==> config.mk <==
export PLATFORM = sky130hd
export DESIGN_NAME = extend_unit_flat
export DESIGN_NICKNAME = d
export VERILOG_FILES = /design/src/rtl/extend_unit_pkg.sv /design/src/rtl/extend_unit_if.sv /design/src/rtl/extend_unit_skid_buffer.sv /design/src/rtl/extend_unit.sv /design/src/flat_wrapper.sv
export SDC_FILE = /design/constraint.sdc
export NUM_CORES = 1
export LEC_CHECK = 0
export ABC_AREA = 1
export CELL_PAD_IN_SITES_DETAIL_PLACEMENT = 1
export CELL_PAD_IN_SITES_GLOBAL_PLACEMENT = 1
export CORE_UTILIZATION = 32
export DETAILED_ROUTE_END_ITERATION = 12
export PLACE_DENSITY = 0.73
export SYNTH_ARGS = -nofsm -noshare
export SYNTH_HDL_FRONTEND = slang
export SYNTH_SLANG_ARGS = --single-unit
export TNS_END_PERCENT = 30
==> constraint.sdc <==
create_clock -name clk_rstn_i_clk -period 1.35 [get_ports clk_rstn_i_clk]
set_clock_uncertainty 0.15 [all_clocks]
set_input_delay 0.27 -clock clk_rstn_i_clk [delete_from_list [all_inputs] [get_ports clk_rstn_i_clk]]
set_output_delay 0.27 -clock clk_rstn_i_clk [all_outputs]
set_load 0.005 [all_outputs]
==> src/rtl/extend_unit_pkg.sv <==
`default_nettype none
// ============================================================================
// Module      : extend_unit_pkg
// Description : Shared FFT front-end constants, counter-width helper and the
//               occupancy encoding of the two-entry skid buffer.
// Revision    : 1.0 - initial release
// ============================================================================
package extend_unit_pkg;

    localparam int WIDTH_DEF     = 8;
    localparam int FRAME_LEN_DEF = 16;

    // A frame of two samples still needs one counter bit.
    function automatic int cnt_width(input int frame_len);
        return (frame_len > 2) ? $clog2(frame_len) : 1;
    endfunction

    localparam int CNT_W_DEF = cnt_width(FRAME_LEN_DEF);

    typedef enum logic [1:0] {
        BUF_EMPTY = 2'd0,
        BUF_ONE   = 2'd1,
        BUF_FULL  = 2'd2
    } buf_state_e;

endpackage : extend_unit_pkg
`default_nettype wire

==> src/rtl/extend_unit_if.sv <==
`default_nettype none
// ============================================================================
// Module      : clk_rstn_intrf / axi_ctr_intrf
// Description : Clock/reset bundle and AXI-stream control bundle.
// Revision    : 1.0 - initial release
// ============================================================================
interface clk_rstn_intrf;
    logic clk;
    logic rstn;

    modport master (output clk, output rstn);
    modport slave  (input  clk, input  rstn);
endinterface : clk_rstn_intrf

interface axi_ctr_intrf;
    logic tvalid;
    logic tready;
    logic tlast;

    modport s_axis (input  tvalid, input  tlast, output tready);
    modport m_axis (output tvalid, output tlast, input  tready);
    modport slave  (input  tvalid, input  tlast, output tready);
    modport master (output tvalid, output tlast, input  tready);
endinterface : axi_ctr_intrf
`default_nettype wire

==> src/rtl/extend_unit_skid_buffer.sv <==
`default_nettype none
// ============================================================================
// Module      : skid_buffer
// Description : Two-entry stream buffer (output register + skid register)
//               with a registered ready.
// Revision    : 1.0 - initial release
// ============================================================================
module skid_buffer
    import extend_unit_pkg::*;
#(
    parameter int data_w = 10
) (
    input  wire logic              clk,
    input  wire logic              rst_n,
    input  wire logic              s_valid_i,
    output logic                   s_ready_o,
    input  wire logic [data_w-1:0] s_data_i,
    output logic                   m_valid_o,
    input  wire logic              m_ready_i,
    output logic      [data_w-1:0] m_data_o
);

    buf_state_e        state_q, state_d;
    logic [data_w-1:0] out_q,   out_d;
    logic [data_w-1:0] skid_q,  skid_d;
    logic              ready_q, ready_d;
    logic              accept;
    logic              take;

    assign accept = s_valid_i && ready_q;
    assign take   = (state_q != BUF_EMPTY) && m_ready_i;

    always_ff @(posedge clk or negedge rst_n) begin
        if (!rst_n) begin
            state_q <= BUF_EMPTY;
            out_q   <= '0;
            skid_q  <= '0;
            ready_q <= 1'b0;
        end else begin
            state_q <= state_d;
            out_q   <= out_d;
            skid_q  <= skid_d;
            ready_q <= ready_d;
        end
    end

    always_comb begin
        state_d = state_q;
        out_d   = out_q;
        skid_d  = skid_q;
        unique case (state_q)
            BUF_EMPTY: begin
                if (accept) begin
                    out_d   = s_data_i;
                    state_d = BUF_ONE;
                end
            end
            BUF_ONE: begin
                if (accept && take) begin
                    out_d   = s_data_i;
                end else if (accept) begin
                    skid_d  = s_data_i;
                    state_d = BUF_FULL;
                end else if (take) begin
                    state_d = BUF_EMPTY;
                end
            end
            BUF_FULL: begin
                // ready is low here, so only the drain path can fire
                if (take) begin
                    out_d   = skid_q;
                    state_d = BUF_ONE;
                end
            end
            default: begin
                state_d = BUF_EMPTY;
            end
        endcase
        ready_d = (state_d != BUF_FULL);
    end

    assign s_ready_o = ready_q;
    assign m_valid_o = (state_q != BUF_EMPTY);
    assign m_data_o  = out_q;

endmodule : skid_buffer
`default_nettype wire

==> src/rtl/extend_unit.sv <==
`default_nettype none
// ============================================================================
// Module      : extend_unit
// Description : Sign-extends stream samples by one bit and regenerates tlast
//               from a frame counter, flagging frame-length mismatches.
// Revision    : 1.0 - initial release
// ============================================================================
module extend_unit
    import extend_unit_pkg::*;
#(
    parameter int width     = WIDTH_DEF,
    parameter int frame_len = FRAME_LEN_DEF
) (
    clk_rstn_intrf.slave    clk_rstn_i,
    axi_ctr_intrf.s_axis    s_axis,
    axi_ctr_intrf.m_axis    m_axis,
    input  wire logic [width-1:0] data_i,
    output logic      [width:0]   data_o,
    output logic                  frame_err_o
);

    localparam int             CNT_W      = cnt_width(frame_len);
    localparam int             DATA_W     = width + 2;
    localparam logic [CNT_W-1:0] C_LAST_POS = CNT_W'(frame_len - 1);

    logic              clk;
    logic              rst_n;
    logic              in_ready;
    logic              accept;
    logic              last_pos;
    logic              tlast_flag;
    logic [DATA_W-1:0] buf_in;
    logic [DATA_W-1:0] buf_out;
    logic [CNT_W-1:0]  cnt_q,  cnt_d;
    logic              err_q,  err_d;

    assign clk   = clk_rstn_i.clk;
    assign rst_n = clk_rstn_i.rstn;

    assign accept     = s_axis.tvalid && in_ready;
    assign last_pos   = (cnt_q == C_LAST_POS);
    assign tlast_flag = s_axis.tlast || last_pos;
    assign buf_in     = {tlast_flag, data_i[width-1], data_i};

    always_comb begin
        cnt_d = cnt_q;
        err_d = 1'b0;
        if (accept) begin
            // Any emitted tlast (forced or from the source) starts a new frame
            cnt_d = tlast_flag ? '0 : cnt_q + 1'b1;
            err_d = (s_axis.tlast != last_pos);
        end
    end

    always_ff @(posedge clk or negedge rst_n) begin
        if (!rst_n) begin
            cnt_q <= '0;
            err_q <= 1'b0;
        end else begin
            cnt_q <= cnt_d;
            err_q <= err_d;
        end
    end

    skid_buffer #(
        .data_w (DATA_W)
    ) u_skid_buffer (
        .clk       (clk),
        .rst_n     (rst_n),
        .s_valid_i (s_axis.tvalid),
        .s_ready_o (in_ready),
        .s_data_i  (buf_in),
        .m_valid_o (m_axis.tvalid),
        .m_ready_i (m_axis.tready),
        .m_data_o  (buf_out)
    );

    assign s_axis.tready = in_ready;
    assign m_axis.tlast  = buf_out[DATA_W-1];
    assign data_o        = buf_out[width:0];
    assign frame_err_o   = err_q;

endmodule : extend_unit
`default_nettype wire

==> src/flat_wrapper.sv <==
// flat-port wrapper written by rule: the top's interface ports become plain ports
module extend_unit_flat import extend_unit_pkg::*;
#(
    parameter int width     = WIDTH_DEF,
    parameter int frame_len = FRAME_LEN_DEF
)
  (data_i, data_o, frame_err_o, clk_rstn_i_clk, clk_rstn_i_rstn, s_axis_tvalid, s_axis_tlast, s_axis_tready, m_axis_tvalid, m_axis_tlast, m_axis_tready);
  clk_rstn_intrf clk_rstn_i_i ();
  axi_ctr_intrf s_axis_i ();
  axi_ctr_intrf m_axis_i ();
  input  wire logic [width-1:0] data_i;
  output logic      [width:0] data_o;
  output logic frame_err_o;
  input wire logic [$bits(clk_rstn_i_i.clk)-1:0] clk_rstn_i_clk;
  input wire logic [$bits(clk_rstn_i_i.rstn)-1:0] clk_rstn_i_rstn;
  input wire logic [$bits(s_axis_i.tvalid)-1:0] s_axis_tvalid;
  input wire logic [$bits(s_axis_i.tlast)-1:0] s_axis_tlast;
  output wire logic [$bits(s_axis_i.tready)-1:0] s_axis_tready;
  output wire logic [$bits(m_axis_i.tvalid)-1:0] m_axis_tvalid;
  output wire logic [$bits(m_axis_i.tlast)-1:0] m_axis_tlast;
  input wire logic [$bits(m_axis_i.tready)-1:0] m_axis_tready;
  assign clk_rstn_i_i.clk = clk_rstn_i_clk;
  assign clk_rstn_i_i.rstn = clk_rstn_i_rstn;
  assign s_axis_i.tvalid = s_axis_tvalid;
  assign s_axis_i.tlast = s_axis_tlast;
  assign s_axis_tready = s_axis_i.tready;
  assign m_axis_tvalid = m_axis_i.tvalid;
  assign m_axis_tlast = m_axis_i.tlast;
  assign m_axis_i.tready = m_axis_tready;
  extend_unit #(.width(width), .frame_len(frame_len)) u_core (.clk_rstn_i(clk_rstn_i_i), .s_axis(s_axis_i), .m_axis(m_axis_i), .data_i(data_i), .data_o(data_o), .frame_err_o(frame_err_o));
endmodule
======== Word level (Yosys, flattened, before mapping) ========
Cells that the tools add are included.
word-level totals
  output and inout bits ................... 13
  flip-flop bits (word level) ............. 28
operators by class
  add/subtract/negate cells ............... 1
  muxes and demuxes ....................... 12
  reductions and logical operators ........ 9
  equal/unequal tests ..................... 8
  bitwise logic cells ..................... 1
operator list
  operator               count
  $mux W10               3
  $pmux W10 S3           1
  $mux W2                5
  $ne A2 B2 Y1 const B   4
  $pmux W2 S3            1
  $add A4 B1 Y4 const B  1
  $eq A4 B4 Y1 const B   1
  $mux W4                1
  $reduce_and A4 Y1      1
  $logic_and A1 B1 Y1    3
  $reduce_and A3 Y1      1
  $reduce_bool A3 Y1     1
  $eq A2 B1 Y1 const B   1
  $eq A2 B2 Y1 const B   1
  $logic_not A2 Y1       1
  $reduce_bool A2 Y1     1
  $logic_or A1 B1 Y1     1
  $mux W1                1
  $ne A1 B1 Y1           1
  $not A1 Y1             1

======== Longest topological paths before layout ========
Gate-level depths: netlist (run 1).
  depth after elaboration ................. 7
  depth in mapped cells ................... 10

======== Cells and area by module ========
From an unflattened synthesis (run 1), not the netlist that was laid out.
unflattened totals
  cells, all modules ...................... 173
  area, all modules ....................... 1365.1 sq um
by module, submodules not included
  module       cells each  times used  area each (sq um)
  skid_buffer  139         1           1083.5
  extend_unit  34          1           281.5

======== Least setup slack after synthesis (run 1) ========
Ideal clock, no wire load.
  kind .................................... reg2reg
  start point ............................. register u_core.cnt_q[0]
  end point ............................... register u_core.cnt_q[2]
  cell stages (with the launch flop) ...... 10
  path buffers ............................ 0
  library setup time ...................... 0.063 ns
  clock period less this slack ............ 1.412 ns
  data arrival time ....................... 1.199 ns
  required time ........................... 1.137 ns
  slack ................................... -0.062 ns
  cell sequence ........................... dfrtp_1 ha_1 nand2_1 inv_1 nand2_1 ha_1 inv_1 o21ai_0 o21ai_0 inv_1
between the ends
  cells in the longest elaborated chain, start to end .. 3
  elaborated cells on any way between the ends .. 4
RTL lines
  what                                                   RTL line           RTL
  start, declared                                        extend_unit.sv:34  logic [CNT_W-1:0] cnt_q, cnt_d;
  start signal, assigned                                 extend_unit.sv:60  cnt_q <= cnt_d;
  branches (longest 2 deep; another with $add A4 B1 Y4)  n/a
  $mux W4 *                                              extend_unit.sv:50  cnt_d = tlast_flag ? '0 : cnt_q + 1'b1;
Mark *: on every way between the ends.
A chain may end at the register's enable or synchronous reset.

======== Worst setup path after layout (run 1) ========
  start point ............................. register u_core.cnt_q[0]
  end point ............................... register u_core.u_skid_buffer.out_q[9] (netlist: u_core.u_skid_buffer.m_data_o[9])
between the ends
  cells in the longest elaborated chain, start to end .. 4
  elaborated cells on any way between the ends .. 5
RTL lines
  what                                RTL line                                                      RTL
  $eq A4 B4 Y1 *                      extend_unit.sv:41                                             assign last_pos = (cnt_q == C_LAST_POS);
  $logic_or A1 B1 Y1 *                extend_unit.sv:42                                             assign tlast_flag = s_axis.tlast || last_pos;
  $mux W10, on equally long branches  extend_unit_skid_buffer.sv:59, extend_unit_skid_buffer.sv:53
  $pmux W10 S3 *                      extend_unit_skid_buffer.sv:51                                 unique case (state_q)
  end signal, assigned                extend_unit_skid_buffer.sv:41                                 out_q <= out_d;
  end, declared                       extend_unit_skid_buffer.sv:24                                 logic [data_w-1:0] out_q, out_d;
Mark *: on every way between the ends. The rest lies on a longest branch, timed or not. The select of a mux whose other input is x is not followed.

==> results of run 1 <==
-- flip-flops by register name, indices dropped and copies added, names as in the netlist --
register                        flops
u_core.cnt_q                        4
u_core.frame_err_o                  1
u_core.u_skid_buffer.m_data_o       9
u_core.u_skid_buffer.s_ready_o      1
u_core.u_skid_buffer.skid_q         9
u_core.u_skid_buffer.state_q        2
-- layer usage --
metal	routed length, µm	track usage	vias up	share of wire
li1	-	-	581	-
met1	1680	0.240	574	0.46
met2	1880	0.342	15	0.51
met3	71	0.0268	4	0.019
met4	36	0.0583	0	0.0098
met5	0	0	-	0
-- area by class of cell --
| type | instances | share of cell area |
|---|---|---|
| clock buffers | 4 | 0.0293 |
| inverters | 14 | 0.0306 |
| multi-input cells | 118 | 0.342 |
| flip-flops and latches | 26 | 0.346 |
| well taps | 48 | 0.0319 |
| repair buffers | 43 | 0.220 |
-- kinds of logic (layout without fill, tap and decap cells) --
| logic type | count (synthesis) | count (layout) | synth area share |
|---|---|---|---|
| simple gates | 106 | 108 | 0.368 |
| compound gates | 8 | 8 | 0.0351 |
| flops | 26 | 26 | 0.522 |
| buf+inv | 16 | 61 | 0.0542 |
| fa+ha+maj | 2 | 2 | 0.0201 |
-- power breakdown --
group,switching (mW),total (mW),internal [mW]
Combinational,0.802,1.54,0.739
Clock,0.261,0.522,0.261
Sequential,0.201,1.31,1.11
-- cell usage in the layout (no fill, tap or decap), types with 2 or more instances in the layout --
cell type,count
nand3_1,9
clkbuf_8,4
buf_4,13
clkdlybuf4s50_1,11
nor2_2,2
buf_6,4
inv_1,9
inv_4,2
nor2_1,5
nand2_1,76
clkbuf_2,2
clkdlybuf4s15_1,9
nand2_2,4
o21ai_2,4
nand2_4,7
dfrtp_1,26
inv_2,3
buf_12,2
-- worst max-delay path: stages, from the launching register on --
cell	delay, ps
dfrtp_1	400
ha_2	200
nand2_2	60
inv_2	40
nand2_2	70
ha_4	160
inv_4	40
nand2_1	50
nand2_1	50
nand2_1	70
nand2_1	50
-- stage by stage --
| step | utilization | area [µm²] |
|---|---|---|
| after CTS | 0.484 | 1790 |
| after detailed placement | 0.455 | 1680 |
| after floorplan | - | 1250 |
| final | 0.510 | 1880 |
| after global placement | 0.455 | 1680 |
| after global routing | 0.510 | 1880 |
-- path summary, 6_finish.rpt --
kind | from | end | slack [ps] | depth (start not counted)
worst min-delay path | clk_rstn_i_rstn | u_core.u_skid_buffer.m_data_o[5]$_DFFE_PN0P_ | 190 | 2
worst max-delay path | u_core.cnt_q[0]$_DFFE_PN0P_ | u_core.u_skid_buffer.m_data_o[9]$_DFFE_PN0P_ | -100 | 10
worst max register to register | u_core.cnt_q[0]$_DFFE_PN0P_ | u_core.u_skid_buffer.m_data_o[9]$_DFFE_PN0P_ | -100 | 10
max in group asynchronous | clk_rstn_i_rstn | u_core.cnt_q[0]$_DFFE_PN0P_ | 710 | 2
min in group clk_rstn_i_clk | u_core.u_skid_buffer.skid_q[4]$_DFFE_PN0P_ | u_core.u_skid_buffer.skid_q[4]$_DFFE_PN0P_ | 330 | 2
worst min register to register | u_core.u_skid_buffer.skid_q[4]$_DFFE_PN0P_ | u_core.u_skid_buffer.skid_q[4]$_DFFE_PN0P_ | 330 | 2
-- repair_timing --
action / 4_1_cts / 5_1_grt
pin swaps: 3 / 10
setup buffers: 4 / 0
gates cloned: 0 / 2
setup endpoints to repair: 29 / 34
gates resized for setup: 29 / 29
==> results.tsv, run 1 <==
metric	value	unit
status	finished with violations	
violations	negative setup slack	
hold_buffers	0	
critPathCaptureType	flip-flop	
gr-total-overflow	0	
tns	-263	ps
dr.pass1.iters	4	
wire_per_inst	14.5	µm
synth_top_area_share	0.522	
drive_above_1_share	0.268	
core	3690	µm²
relSlewSlack	0.807	
ff_latch_area	651	µm²
io_pins	26	
netlist_area	1250	µm²
cts.sinks	26	
root_buffer	clkbuf_8	
fin_crit	1450	ps
grt_usage	0.193	
cp.required	1370	ps
dieWidth	64.4	µm
drt-total-wl	3670	µm
synth_area_leader_cell	dfrtp_1	
setup_viol	6	
avgSynthCellArea	7.89	µm²
p_leak	1.02	nW
post-place-ws	-349	ps
worst_slack	-98.4	ps
dp_cells	243	
grt_pass1_vias	1322	
fin_crit_sh	1.07	
gp_congestion	0.752	
seq_area_frac_synth	0.522	
drv_cap	0	
ys_types	19	
rsz0062_at_grt	true	
clock_latency	270	ps
crit_arrival	1470	ps
drt_iter0_markers	22	
synth_most_common_cell	nand2_1	
final_nets	221	
drv_slew	0	
final_cells	253	
crit_type	reg -> reg	
antenna_cells	0	
die_area	4150	µm²
vias	1174	
synth_nets	173	
die_h	64.4	µm
area_growth	50.9	%
initial_core_util	0.338	
hp-class	in -> async	
grt_antenna_before_repair	0	
cts.clk_slew.worst_paths	100	ps
worst_pin_slew	289	ps
antenna_left	0	
fmax	0.690	GHz
power_density	1790	nW/µm²
hpwl	2440	µm
synth_common_cells	nand2_1, dfrtp_1, inv_1	
rows	22	
whs	187	ps
clock_path_buffers	2	
synth_flop_cell	dfrtp_1	
peakVddDrop	0.690	mV
cts_buffers	3	
post-route-drc-count	0	
syn-instance-count	158	
synthArstFlopShare	1.00	
tritoncts	yes	
grt_max_degree	27	
ys_warn_count	0	
hold_violations	0	
grt_pass1_wl	6140	µm
io_buffers	25	
nFillCells	461	
synth_edf_count	0	
vias_per_cell	4.64	
synth_area_leaders	dfrtp_1, nand2_1, nand3_1	
ys_seq_elements	26	
worstPathMaxFanout	4	
totalPowerFinal	3.37	mW
multiInputGateArea	643	µm²
start_kind	flip-flop	
cts_max_level	1	
No activity file was read; power rests on OpenSTA's default activity.
==> run 2, diff against run 1 <==
- PLACE_DENSITY: 0.73 -> default
- PLACE_DENSITY_LB_ADDON: default -> 0.2
==> results.tsv, run 2 (synthesis results as in run 1) <==
metric	value	unit	change
status	finished with violations		
violations	negative setup slack		
gp_congestion	0.731		-2.8%
initial_core_util	0.338		unchanged
die_h	64.4	µm	unchanged
relSlewSlack	0.815		+0.00784
cp.required	1370	ps	about the same
power_density	1840	nW/µm²	+2.4%
clock_path_buffers	2		unchanged
hp-class	in -> async		
p_leak	1.01	nW	-1.2%
drive_above_1_share	0.268		unchanged
setup_viol	5		-1
most-common-layout-cells	nand2_1, dfrtp_1, buf_4		
post-place-ws	-336	ps	+13.4 ps
r2r_start	u_core.cnt_q[0]$_DFFE_PN0P_		
hold_buffers	0		unchanged
peakVddDrop	0.852	mV	+23%
core	3690	µm²	unchanged
antenna_left	0		unchanged
grt_pass1_wl	5400	µm	-12%
rsz0062_at_grt	true		
io_buffers	25		unchanged
drt_iter0_markers	56		+150%
cts.clk_slew.worst_paths	100	ps	about the same
clock_latency	270	ps	about the same
tritoncts	yes		
grt_antenna_before_repair	0		unchanged
post-route-util	0.509		-0.000678
crit_type	reg -> reg		
worst_slack	-101	ps	-2.61 ps
gr-total-overflow	0		unchanged
totalPowerFinal	3.45	mW	+2.2%
worst_pin_slew	277	ps	-11.7 ps
area_growth	50.7	%	
root_buffer	clkbuf_8		
vias	1205		+2.6%
fin_crit	1450	ps	+2.61 ps
fin_crit_sh	1.07		+0.00193
fmax	0.689	GHz	-0.18%
start_kind	flip-flop		
final_common_cell	nand2_1		
timing.rr.end	u_core.u_skid_buffer.m_data_o[9]$_DFFE_PN0P_		
dp_cells	242		-0.41%
grt_pass1_vias	1245		-5.8%
die_area	4150	µm²	unchanged
final_nets	221		unchanged
cts_buffers	3		unchanged
nFillCells	458		-0.65%
worstPathMaxFanout	4		unchanged
hpwl	2310	µm	-5.2%
drt-total-wl	3280	µm	-11%
critPathCaptureType	flip-flop		
regToRegSetupSlack	-100	ps	about the same
final_cells	253		unchanged
cts_max_level	1		unchanged
wire_per_inst	13.0	µm	-11%
whs	202	ps	+15.0 ps
vias_per_cell	4.76		+2.6%
dr.pass1.iters	4		unchanged
antenna_cells	0		unchanged
drv_cap	0		unchanged
hold_violations	0		unchanged
post-route-drc-count	0		unchanged
cts.sinks	26		unchanged
dieWidth	64.4	µm	unchanged
grt_max_degree	27		unchanged
r2r_cells	10		unchanged
io_pins	26		unchanged
crit_arrival	1470	ps	about the same
drv_slew	0		unchanged
rows	22		unchanged
grt_usage	0.168		-0.0247
==> run 2: what timing repair did <==
action                                  4_1_cts  5_1_grt
setup buffers                                 2        3
endpoints found under the setup margin       29       28
pin swaps                                     2        8
gates cloned                                  0        2
gates resized for setup                      29       27
==> run 2: report_power, final <==
group / internal (mW) / switching (mW) / total [mW]
registers: 1.11 / 0.188 / 1.30
clock network: 0.397 / 0.254 / 0.650
logic: 0.730 / 0.771 / 1.50
==> run 2: how the worst max path moves through the flow <==
stage,startpoint,endpoint,slack [ps],cells after the start
floorplan,u_core.cnt_q[1]$_DFFE_PN0P_,u_core.u_skid_buffer.m_data_o[9]$_DFFE_PN0P_,-20,10
global placement,s_axis_tvalid,u_core.u_skid_buffer.m_data_o[3]$_DFFE_PN0P_,-260,6
detailed placement,s_axis_tvalid,u_core.u_skid_buffer.state_q[0]$_DFF_PN0_,-340,5
global route,u_core.cnt_q[0]$_DFFE_PN0P_,u_core.u_skid_buffer.m_data_o[9]$_DFFE_PN0P_,-150,10
CTS,u_core.cnt_q[1]$_DFFE_PN0P_,u_core.u_skid_buffer.m_data_o[9]$_DFFE_PN0P_,-90,10
finish,u_core.cnt_q[0]$_DFFE_PN0P_,u_core.u_skid_buffer.m_data_o[9]$_DFFE_PN0P_,-100,10
==> run 2: layout make-up <==
type | instances | area (µm²) | area share
clock inverters | 1 | 30.0 | 0.0160
well taps | 48 | 60.1 | 0.0320
multi-input cells | 118 | 633 | 0.337
repair buffers | 43 | 403 | 0.215
flip-flops and latches | 26 | 651 | 0.346
clock buffers | 3 | 41.3 | 0.0220
inverters | 14 | 60.1 | 0.0320
==> run 2: worst max-delay path: stages, from the launching register on <==
cell and delay (ps):
dfrtp_1 390, ha_2 200, nand2_2 70, inv_2 40, nand2_2 70, ha_4 160, inv_4 40, nand2_1 60
nand2_1 70, nand2_1 70, nand2_1 40
==> run 2: routing by layer <==
layer,vias to the layer above,part of all wire,GRT usage
met1,597,0.42,0.198
met2,19,0.54,0.316
met3,6,0.025,0.0125
met5,-,0,0
li1,583,-,-
met4,0,0.015,0.0583
==> run 2: metrics by stage <==
step	setup TNS (ps)	cell area, µm²
6_report	-238	1880
5_1_grt	-624	1880
4_1_cts	-290	1770
3_5_place_dp	-6060	1660
3_3_place_gp	-4900	1660
2_1_floorplan	-26.1	1250
